[config.mk]
export PLATFORM = sky130hd
export DESIGN_NAME = npc_mc_sequencer
export DESIGN_NICKNAME = d
export VERILOG_FILES = /design/src/rtl/npc_pkg.sv /design/src/rtl/npc_wait_timer.sv /design/src/rtl/npc_mc_sequencer.sv
export SDC_FILE = /design/constraint.sdc
export NUM_CORES = 1
export LEC_CHECK = 0
export CAP_MARGIN = 20
export CORE_ASPECT_RATIO = 1.75
export CORE_MARGIN = 2
export CORE_UTILIZATION = 40
export CTS_CLUSTER_SIZE = 28
export DETAILED_ROUTE_END_ITERATION = 10
export PLACE_DENSITY = 0.83
export SLEW_MARGIN = 0
export SYNTH_ARGS = -nofsm -noshare
export SYNTH_HDL_FRONTEND = slang
export SYNTH_SLANG_ARGS = --single-unit
[constraint.sdc]
create_clock -name clk -period 2 [get_ports clk]
set_input_delay 0.4 -clock clk [delete_from_list [all_inputs] [get_ports clk]]
set_output_delay 0.4 -clock clk [all_outputs]
set_load 0.005 [all_outputs]
[src/rtl/npc_pkg.sv]
// Shared types and constants for the multi-cycle NPC sequencer and its helpers.
package npc_pkg;

  localparam logic [31:0] DEFAULT_RESET_PC = 32'h8000_0000;

  localparam logic [1:0] ERR_EBREAK   = 2'd0;
  localparam logic [1:0] ERR_TIMEOUT  = 2'd1;
  localparam logic [1:0] ERR_MISALIGN = 2'd2;

  typedef enum logic [2:0] {
    FETCH_REQ,
    FETCH_WAIT,
    EXEC,
    MEM_REQ,
    MEM_WAIT,
    WB,
    HALT
  } state_t;

  // States that wait on an external handshake and are guarded by the timeout.
  function automatic logic is_handshake(input state_t s);
    return (s == FETCH_REQ) || (s == FETCH_WAIT) || (s == MEM_REQ) || (s == MEM_WAIT);
  endfunction

endpackage

[src/rtl/npc_wait_timer.sv]
// Clear/enable wait counter; expire is high during the limit-th enabled cycle since clear.
module npc_wait_timer #(
  parameter int unsigned W = 32
) (
  input  logic         clk,
  input  logic         rst,
  input  logic         clear,
  input  logic         enable,
  input  logic [W-1:0] limit,
  output logic         expire
);

  logic [W-1:0] count;

  always_ff @(posedge clk) begin
    if (!rst) begin
      count <= '0;
    end else if (clear) begin
      count <= '0;
    end else if (enable) begin
      count <= count + W'(1);
    end
  end

  // A zero limit disables expiry entirely.
  assign expire = enable && (limit != '0) && (count == limit - W'(1));

endmodule

[src/rtl/npc_mc_sequencer.sv]
// Multi-cycle fetch/exec/mem/writeback sequencer owning PC, IR, load data and retire count.
module npc_mc_sequencer
  import npc_pkg::*;
#(
  parameter int unsigned     XLEN     = 32,
  parameter logic [XLEN-1:0] RESET_PC = XLEN'(DEFAULT_RESET_PC),
  parameter int unsigned     TIMEOUT  = 1024,
  parameter int unsigned     CNT_W    = 64
) (
  input  logic             clk,
  input  logic             rst,
  output logic             ifu_req_valid,
  input  logic             ifu_req_ready,
  output logic [XLEN-1:0]  ifu_addr,
  input  logic             ifu_rsp_valid,
  input  logic [31:0]      ifu_rsp_inst,
  output logic             lsu_req_valid,
  input  logic             lsu_req_ready,
  input  logic             lsu_rsp_valid,
  input  logic [XLEN-1:0]  lsu_rsp_data,
  input  logic             dec_is_load,
  input  logic             dec_is_store,
  input  logic             dec_wb_en,
  input  logic             dec_csr_we,
  input  logic             dec_jump_en,
  input  logic [XLEN-1:0]  dec_jump_pc,
  input  logic             dec_ebreak,
  output logic [XLEN-1:0]  pc,
  output logic [31:0]      inst,
  output logic [XLEN-1:0]  mem_rdata,
  output logic             rf_we,
  output logic             csr_we,
  output logic             commit,
  output logic [CNT_W-1:0] retired,
  output logic             halted,
  output logic [1:0]       err
);

  state_t     state_q;
  state_t     state_d;
  logic [1:0] err_d;
  logic       timer_clear;
  logic       timer_enable;
  logic       expire;

  assign timer_enable = is_handshake(state_q);
  assign timer_clear  = (state_d != state_q);

  npc_wait_timer #(.W(32)) u_wait_timer (
    .clk    (clk),
    .rst    (rst),
    .clear  (timer_clear),
    .enable (timer_enable),
    .limit  (TIMEOUT),
    .expire (expire)
  );

  always_comb begin
    state_d       = state_q;
    err_d         = err;
    ifu_req_valid = 1'b0;
    lsu_req_valid = 1'b0;
    rf_we         = 1'b0;
    csr_we        = 1'b0;
    commit        = 1'b0;
    unique case (state_q)
      FETCH_REQ: begin
        ifu_req_valid = 1'b1;
        if (ifu_req_ready) begin
          state_d = FETCH_WAIT;
        end else if (expire) begin
          state_d = HALT;
          err_d   = ERR_TIMEOUT;
        end
      end
      FETCH_WAIT: begin
        if (ifu_rsp_valid) begin
          state_d = EXEC;
        end else if (expire) begin
          state_d = HALT;
          err_d   = ERR_TIMEOUT;
        end
      end
      EXEC: begin
        if (dec_ebreak) begin
          state_d = HALT;
          err_d   = ERR_EBREAK;
        end else if (dec_jump_en && (dec_jump_pc[1:0] != 2'b00)) begin
          state_d = HALT;
          err_d   = ERR_MISALIGN;
        end else if (dec_is_load || dec_is_store) begin
          state_d = MEM_REQ;
        end else begin
          state_d = WB;
        end
      end
      MEM_REQ: begin
        lsu_req_valid = 1'b1;
        if (lsu_req_ready) begin
          state_d = MEM_WAIT;
        end else if (expire) begin
          state_d = HALT;
          err_d   = ERR_TIMEOUT;
        end
      end
      MEM_WAIT: begin
        if (lsu_rsp_valid) begin
          state_d = WB;
        end else if (expire) begin
          state_d = HALT;
          err_d   = ERR_TIMEOUT;
        end
      end
      WB: begin
        rf_we   = dec_wb_en;
        csr_we  = dec_csr_we;
        commit  = 1'b1;
        state_d = FETCH_REQ;
      end
      HALT: begin
        state_d = HALT;
      end
      default: begin
        state_d = HALT;
      end
    endcase
    // Keep every request and strobe quiet while reset is held, whatever state is still registered.
    if (!rst) begin
      ifu_req_valid = 1'b0;
      lsu_req_valid = 1'b0;
      rf_we         = 1'b0;
      csr_we        = 1'b0;
      commit        = 1'b0;
    end
  end

  always_ff @(posedge clk) begin
    if (!rst) begin
      state_q   <= FETCH_REQ;
      pc        <= RESET_PC;
      inst      <= '0;
      mem_rdata <= '0;
      retired   <= '0;
      err       <= ERR_EBREAK;
    end else begin
      state_q <= state_d;
      err     <= err_d;
      if ((state_q == FETCH_WAIT) && ifu_rsp_valid) begin
        inst <= ifu_rsp_inst;
      end
      if ((state_q == MEM_WAIT) && lsu_rsp_valid && dec_is_load) begin
        mem_rdata <= lsu_rsp_data;
      end
      if (state_q == WB) begin
        pc      <= dec_jump_en ? dec_jump_pc : pc + XLEN'(4);
        retired <= retired + CNT_W'(1);
      end
    end
  end

  assign ifu_addr = pc;
  assign halted   = (state_q == HALT);

endmodule

==> results of run 1 <==
registers in the layout, summed over array words and instances (netlist names):
register            cells
u_wait_timer.count     32
inst                   32
retired                64
ifu_addr               32
err                     2
state_q                 3
mem_rdata              32
worst max-delay path: stages (launching register included):
cell	delay (ns)
dfxtp_1	0.38
nand4_1	0.17
nor4_1	0.26
buf_4	0.18
nand4b_1	0.22
buf_6	0.22
or4_4	0.41
a21oi_2	0.13
through the flow:
step / TNS (ns) / setup slack, ns / utilization
final: -0.0532 / -0.0423 / 0.625
after floorplan: -0.00763 / -0.00763 / -
after global placement: -3.86 / -0.136 / 0.580
after detailed placement: -4.61 / -0.163 / 0.580
after CTS: -0.204 / -0.0606 / 0.614
after global routing: -1.26 / -0.0971 / 0.625
Yosys cell counts (7+ instances only):
library cell,instances,area [um2]
nor4_1,20,125
nor2_1,129,484
clkbuf_1,53,199
nand2b_1,7,43.8
nand3_1,52,260
buf_4,32,240
o211ai_1,11,82.6
mux2i_1,11,110
a31oi_1,8,50.1
a21oi_1,117,586
nand4_1,40,250
nor3_1,28,140
and4_1,11,96.3
or4_1,14,105
xnor2_1,44,385
dfxtp_1,197,3940
o31ai_1,7,52.6
and3_1,15,93.8
xor2_1,19,166
nand2_1,204,766
buf_2,9,45.0
or3_1,17,106
o21ai_0,35,175
inv_1,22,82.6
layer usage:
| layer | track usage | vias to the layer above | part of all wire |
|---|---|---|---|
| met5 | 0 | - | 0 |
| met4 | 0.141 | 0 | 0.051 |
| met3 | 0.0563 | 116 | 0.057 |
| met2 | 0.453 | 413 | 0.53 |
| met1 | 0.260 | 4971 | 0.36 |
| li1 | - | 4964 | - |
repair_timing:
item,4_1_cts,5_1_grt
setup buffers,6,8
endpoints found under the setup margin,33,80
hold buffers,0,0
cloned,4,0
pin swaps,11,24
endpoints found under the hold margin,0,0
gates resized for setup,41,72
area by class of cell:
cell class / count / area share
timing repair buffer: 458 / 0.301
clock buffer: 21 / 0.0329
sequential: 197 / 0.272
inverter: 23 / 0.00643
clock inverter: 11 / 0.00840
tap: 304 / 0.0261
multi-input combinational: 883 / 0.353
cells by family (layout without fill, tap and decap cells):
| logic type | Yosys count | after routing | synth area share |
|---|---|---|---|
| AND/OR/NAND/NOR | 570 | 570 | 0.294 |
| AO/OA/AOI/OAI | 234 | 234 | 0.150 |
| flip-flops | 197 | 197 | 0.417 |
| buffers and inverters | 121 | 513 | 0.0627 |
| XOR/XNOR | 63 | 63 | 0.0583 |
| multiplexers | 13 | 13 | 0.0140 |
| adder cells (fa/ha/maj) | 3 | 3 | 0.00397 |
how the worst min path moves through the flow:
stage,start,endpoint,cells after the start
after floorplan,inst[0],inst[0],2
after global placement,inst[16],inst[16],2
after detailed placement,inst[19],inst[19],2
after CTS,rst,err[0],3
after global routing,rst,err[0],3
final,rst,err[0],3
where the power goes:
group / internal (W) / switching [W]
combinational: 0.000442 / 0.000361
sequential: 0.00397 / 0.0000291
clock: 0.00198 / 0.00158
total: 0.00639 / 0.00197
==> impl_metrics.ini, run 1 <==
[route]
dr_total_vias = 10500
dr.first_iter.drc_count = 517
wl_per_cell_um = 17.2
via_per_inst = 5.52
drt-total-wl_um = 32600
dr.pass1.iters = 5
ant_nets = 0
drc = 0

[global_routing]
grt_pass1_wl_um = 50600
grt_pass1_vias = 10400
antenna_found_initial = 0
grt_usage = 0.250
grt_max_degree = 105
overflow = 0

[layout]
final_cell_mix = 299 x clkdlybuf4s50_1, 203 x nand2_1, 177 x dfxtp_1
fin_area_mm2 = 0.0146
fillers = 1959
area_growth_pct = 54.2
final_cells = 1897
mostFrequentLayoutCell = clkdlybuf4s50_1
diodes = 0
multi_input_area_mm2 = 0.00515
drive_above_1_share = 0.166
register_area_mm2 = 0.00397
fin_nets = 1691

[clocking]
cts_sinks = 197
clk_latency_ns = 0.45
htree_levels = 4
root_buffer = clkbuf_16
cts.clk_slew.worst_paths_ns = 0.07
cts_tree = yes
clk_path_buf_depth = 2
cts_buffers = 17

[sta]
timing.slew.headroom = 0.626
report.final.slew_viol_count = 0
finalClockSkew_ns = 0.00902
max_clock_freq_ghz = 0.490
finalSetupViolCount = 2
rsz0062_at_grt = yes
period_minus_slack_ns = 2.04
fin_ws_ns = -0.0423
finalHoldViolCount = 0
fin_crit_sh = 1.02
tightest_slew_ns = 0.560
holdWs_ns = 0.375

[floorplan]
die_x_um = 120
ioPinCount = 308
dieArea_mm2 = 0.0249
start_util = 0.405
die_h_um = 207
rows = 74
core_area_mm2 = 0.0233

[synthesis]
ys_ff_latch = 197
seq_area_frac_synth = 0.417
netlist_area_mm2 = 0.00946
synth_nets = 1312
synth_edf_count = 0
ys.flop_type = dfxtp_1
syn_inst = 1201
syn_avg_cell_area_um2 = 7.88
synth_warnings = 0
async_reset_ff_frac = 0
ys_types = 61

[placement]
dp.final_hpwl_um = 22600
post_dp_cell_area_mm2 = 0.0135
post-place-cells = 1848
port_buffers = 307
globalplace.congestion = 0.872

[run]
max_cap_viol_count = 0

[power_and_ir_drop]
finalPower_w = 0.00836
powerDensity_mw_per_mm2 = 573
p_leak_nw = 5.19
peakVddDrop_mv = 0.697

[critical_path]
r2r_start = retired[20]
worstPathArrival_ns = 2.42
cp-endpoint = retired[63]
r2r_setup_slack_ns = -0.04
end_kind = flop
crit_type = flop to flop
required_ns = 2.38
crit_start = retired[20]
start_kind = flop
r2r-end = retired[63]
rr_worst_depth = 7
crit_fanout = 6

[outcome]
violations = setup timing
status = finished, violations left

[min_path]
hold_class = input pin to flop
No activity file was read; power rests on OpenSTA's default activity.
==> inputs of run 2 (changes only) <==
SETUP_SLACK_MARGIN = 0.1   (was unset)
==> run 2 against run 1 <==
The flow still finishes with violations (setup timing). Sequential cell count unchanged. Sequential power about the same. Register-to-register slack got worse by 0.05 ns. Clock power decreased by 5%. Sequential share of layout area decreased by 1.4 points. Via count increased by 5.0%. Critical path type unchanged.
==> impl_metrics.ini, run 2 (synthesis results as in run 1) <==
[layout]
regMostFlops = retired
mostFrequentLayoutCell = clkdlybuf4s50_1
drive_above_1_share = 0.239
register_area_mm2 = 0.00401
diodes = 0
fin_nets = 1732
multi_input_area_mm2 = 0.00564
largest_reg_flops = 64
fillers = 1744
area_growth_pct = 64.2
final_cell_mix = 294 x clkdlybuf4s50_1, 200 x nand2_1, 149 x dfxtp_1

[global_routing]
grt_pass1_wl_um = 52900
grt_usage = 0.263
overflow = 0
grt_max_degree = 93
grt_pass1_vias = 10500
antenna_found_initial = 0

[floorplan]
die_x_um = 120
die_h_um = 207
ioPinCount = 308
core_area_mm2 = 0.0233
dieArea_mm2 = 0.0249
rows = 74
start_util = 0.405

[route]
dr.first_iter.drc_count = 765
dr_total_vias = 11000
ant_nets = 0
dr.pass1.iters = 7
via_per_inst = 5.67
wl_per_cell_um = 19.0
drt-total-wl_um = 36800
drc = 0

[power_and_ir_drop]
peakVddDrop_mv = 0.655
finalPower_w = 0.00833
p_leak_nw = 5.74
powerDensity_mw_per_mm2 = 536

[min_path]
hold_class = input pin to flop

[clocking]
root_buffer = clkbuf_16
clk_path_buf_depth = 2
cts_tree = yes
cts_sinks = 197
clk_latency_ns = 0.46
cts.clk_slew.worst_paths_ns = 0.07
htree_levels = 4
hold_buffers = 0
cts_buffers = 17

[critical_path]
cp-endpoint = retired[43]
crit_fanout = 5
path_buf_inv = 4
end_kind = flop
crit_type = flop to flop
crit_start = retired[15]
path_cells = buf_6 -> nand4_1 -> nor4_4 -> nand4b_1 -> buf_4 -> buf_6 -> buf_16 -> o211ai_1 -> nand2_1
slowest_delay_ns = 0.41
critical-path-slowest-cell = nor4_4
required_ns = 2.34
worstPathArrival_ns = 2.44
critPathMostFrequentCell = buf_6
r2r_setup_slack_ns = -0.1
start_kind = flop
rr_worst_depth = 9
r2r_start = retired[15]
cp_top_family = simple AND/OR/NAND/NOR gates
r2r-end = retired[43]
cp.depth = 9

[sta]
tightest_slew_ns = 0.548
finalSetupViolCount = 27
report.final.slew_viol_count = 0
timing.slew.headroom = 0.630
finalSetupTns_ns = -0.746
finalHoldViolCount = 0
max_clock_freq_ghz = 0.477
fin_crit_sh = 1.05
finalClockSkew_ns = 0.0139
period_minus_slack_ns = 2.10
fin_ws_ns = -0.0971
rsz0062_at_grt = yes

[placement]
globalplace.congestion = 0.900
dp.final_hpwl_um = 23200
port_buffers = 307

[outcome]
violations = setup timing
status = finished, violations left

[run]
max_cap_viol_count = 0
## run 2: cell types whose count changed in the layout (fill, tap and decap cells not counted), sizes merged
cell           delta
clkdlybuf4s50     -5
dlymetal6s2s      +5
clkinv            +1
clkbuf            +3
inv               -1
clkdlybuf4s15     -1
bufinv            -1
nand4             +1
bufbuf            -1
buf              +40
## run 2: metal layers
metal / track usage / vias to the layer above / part of all wire
met1: 0.279 / 5280 / 0.36
met3: 0.0511 / 149 / 0.056
met2: 0.486 / 502 / 0.54
met4: 0.130 / 0 / 0.049
li1: - / 5051 / -
met5: 0 / - / 0
## run 2: tightest hold or removal path: cells and delay by family
| family | cells | cell delay [ns] |
|---|---|---|
| AO/OA/AOI/OAI | 1 | 0.07 |
| AND/OR/NAND/NOR | 1 | 0.07 |
| buffers and inverters | 2 | 0.30 |
## run 2: cell type report
type / instances / share of cell area
inverter: 23 / 0.00604
sequential: 197 / 0.258
timing repair buffer: 498 / 0.312
clock inverter: 10 / 0.00644
multi-input combinational: 884 / 0.363
clock buffer: 22 / 0.0299
tap: 304 / 0.0245
## run 2: repair_timing
action,in CTS,in global routing
gates cloned,3,6
buffers inserted,16,27
pin swaps,9,68
endpoints found under the setup margin,65,122
gates resized for setup,104,169
## run 2: worst min path at each step
stage / startpoint / cells past startpoint / end
after global placement: mem_rdata[29] / 2 / mem_rdata[29]
after CTS: dec_jump_en / 4 / ifu_addr[2]
after detailed placement: inst[12] / 2 / inst[12]
after global routing: dec_jump_en / 4 / ifu_addr[2]
final: dec_jump_en / 4 / ifu_addr[2]
after floorplan: inst[0] / 2 / inst[0]
## run 2: where the power goes
group | switching, W | internal, W | total, W
clock network | 0.00159 | 0.00179 | 0.00339
registers | 0.0000312 | 0.00396 | 0.00399
logic | 0.000442 | 0.000508 | 0.000950
## run 2: stage by stage
stage               cells  area [um2]  setup WS (ns)  hold WS, ns  utilization
finish               1938       15500        -0.0971        0.445        0.666
global route         1938       15500         -0.169        0.445        0.666
floorplan            1201        9490         0.0993        0.453            -
global placement     1854       13600         -0.276        0.441        0.582
CTS                  1905       14600        -0.0211        0.418        0.627
detailed placement   1854       13600         -0.308        0.446        0.582
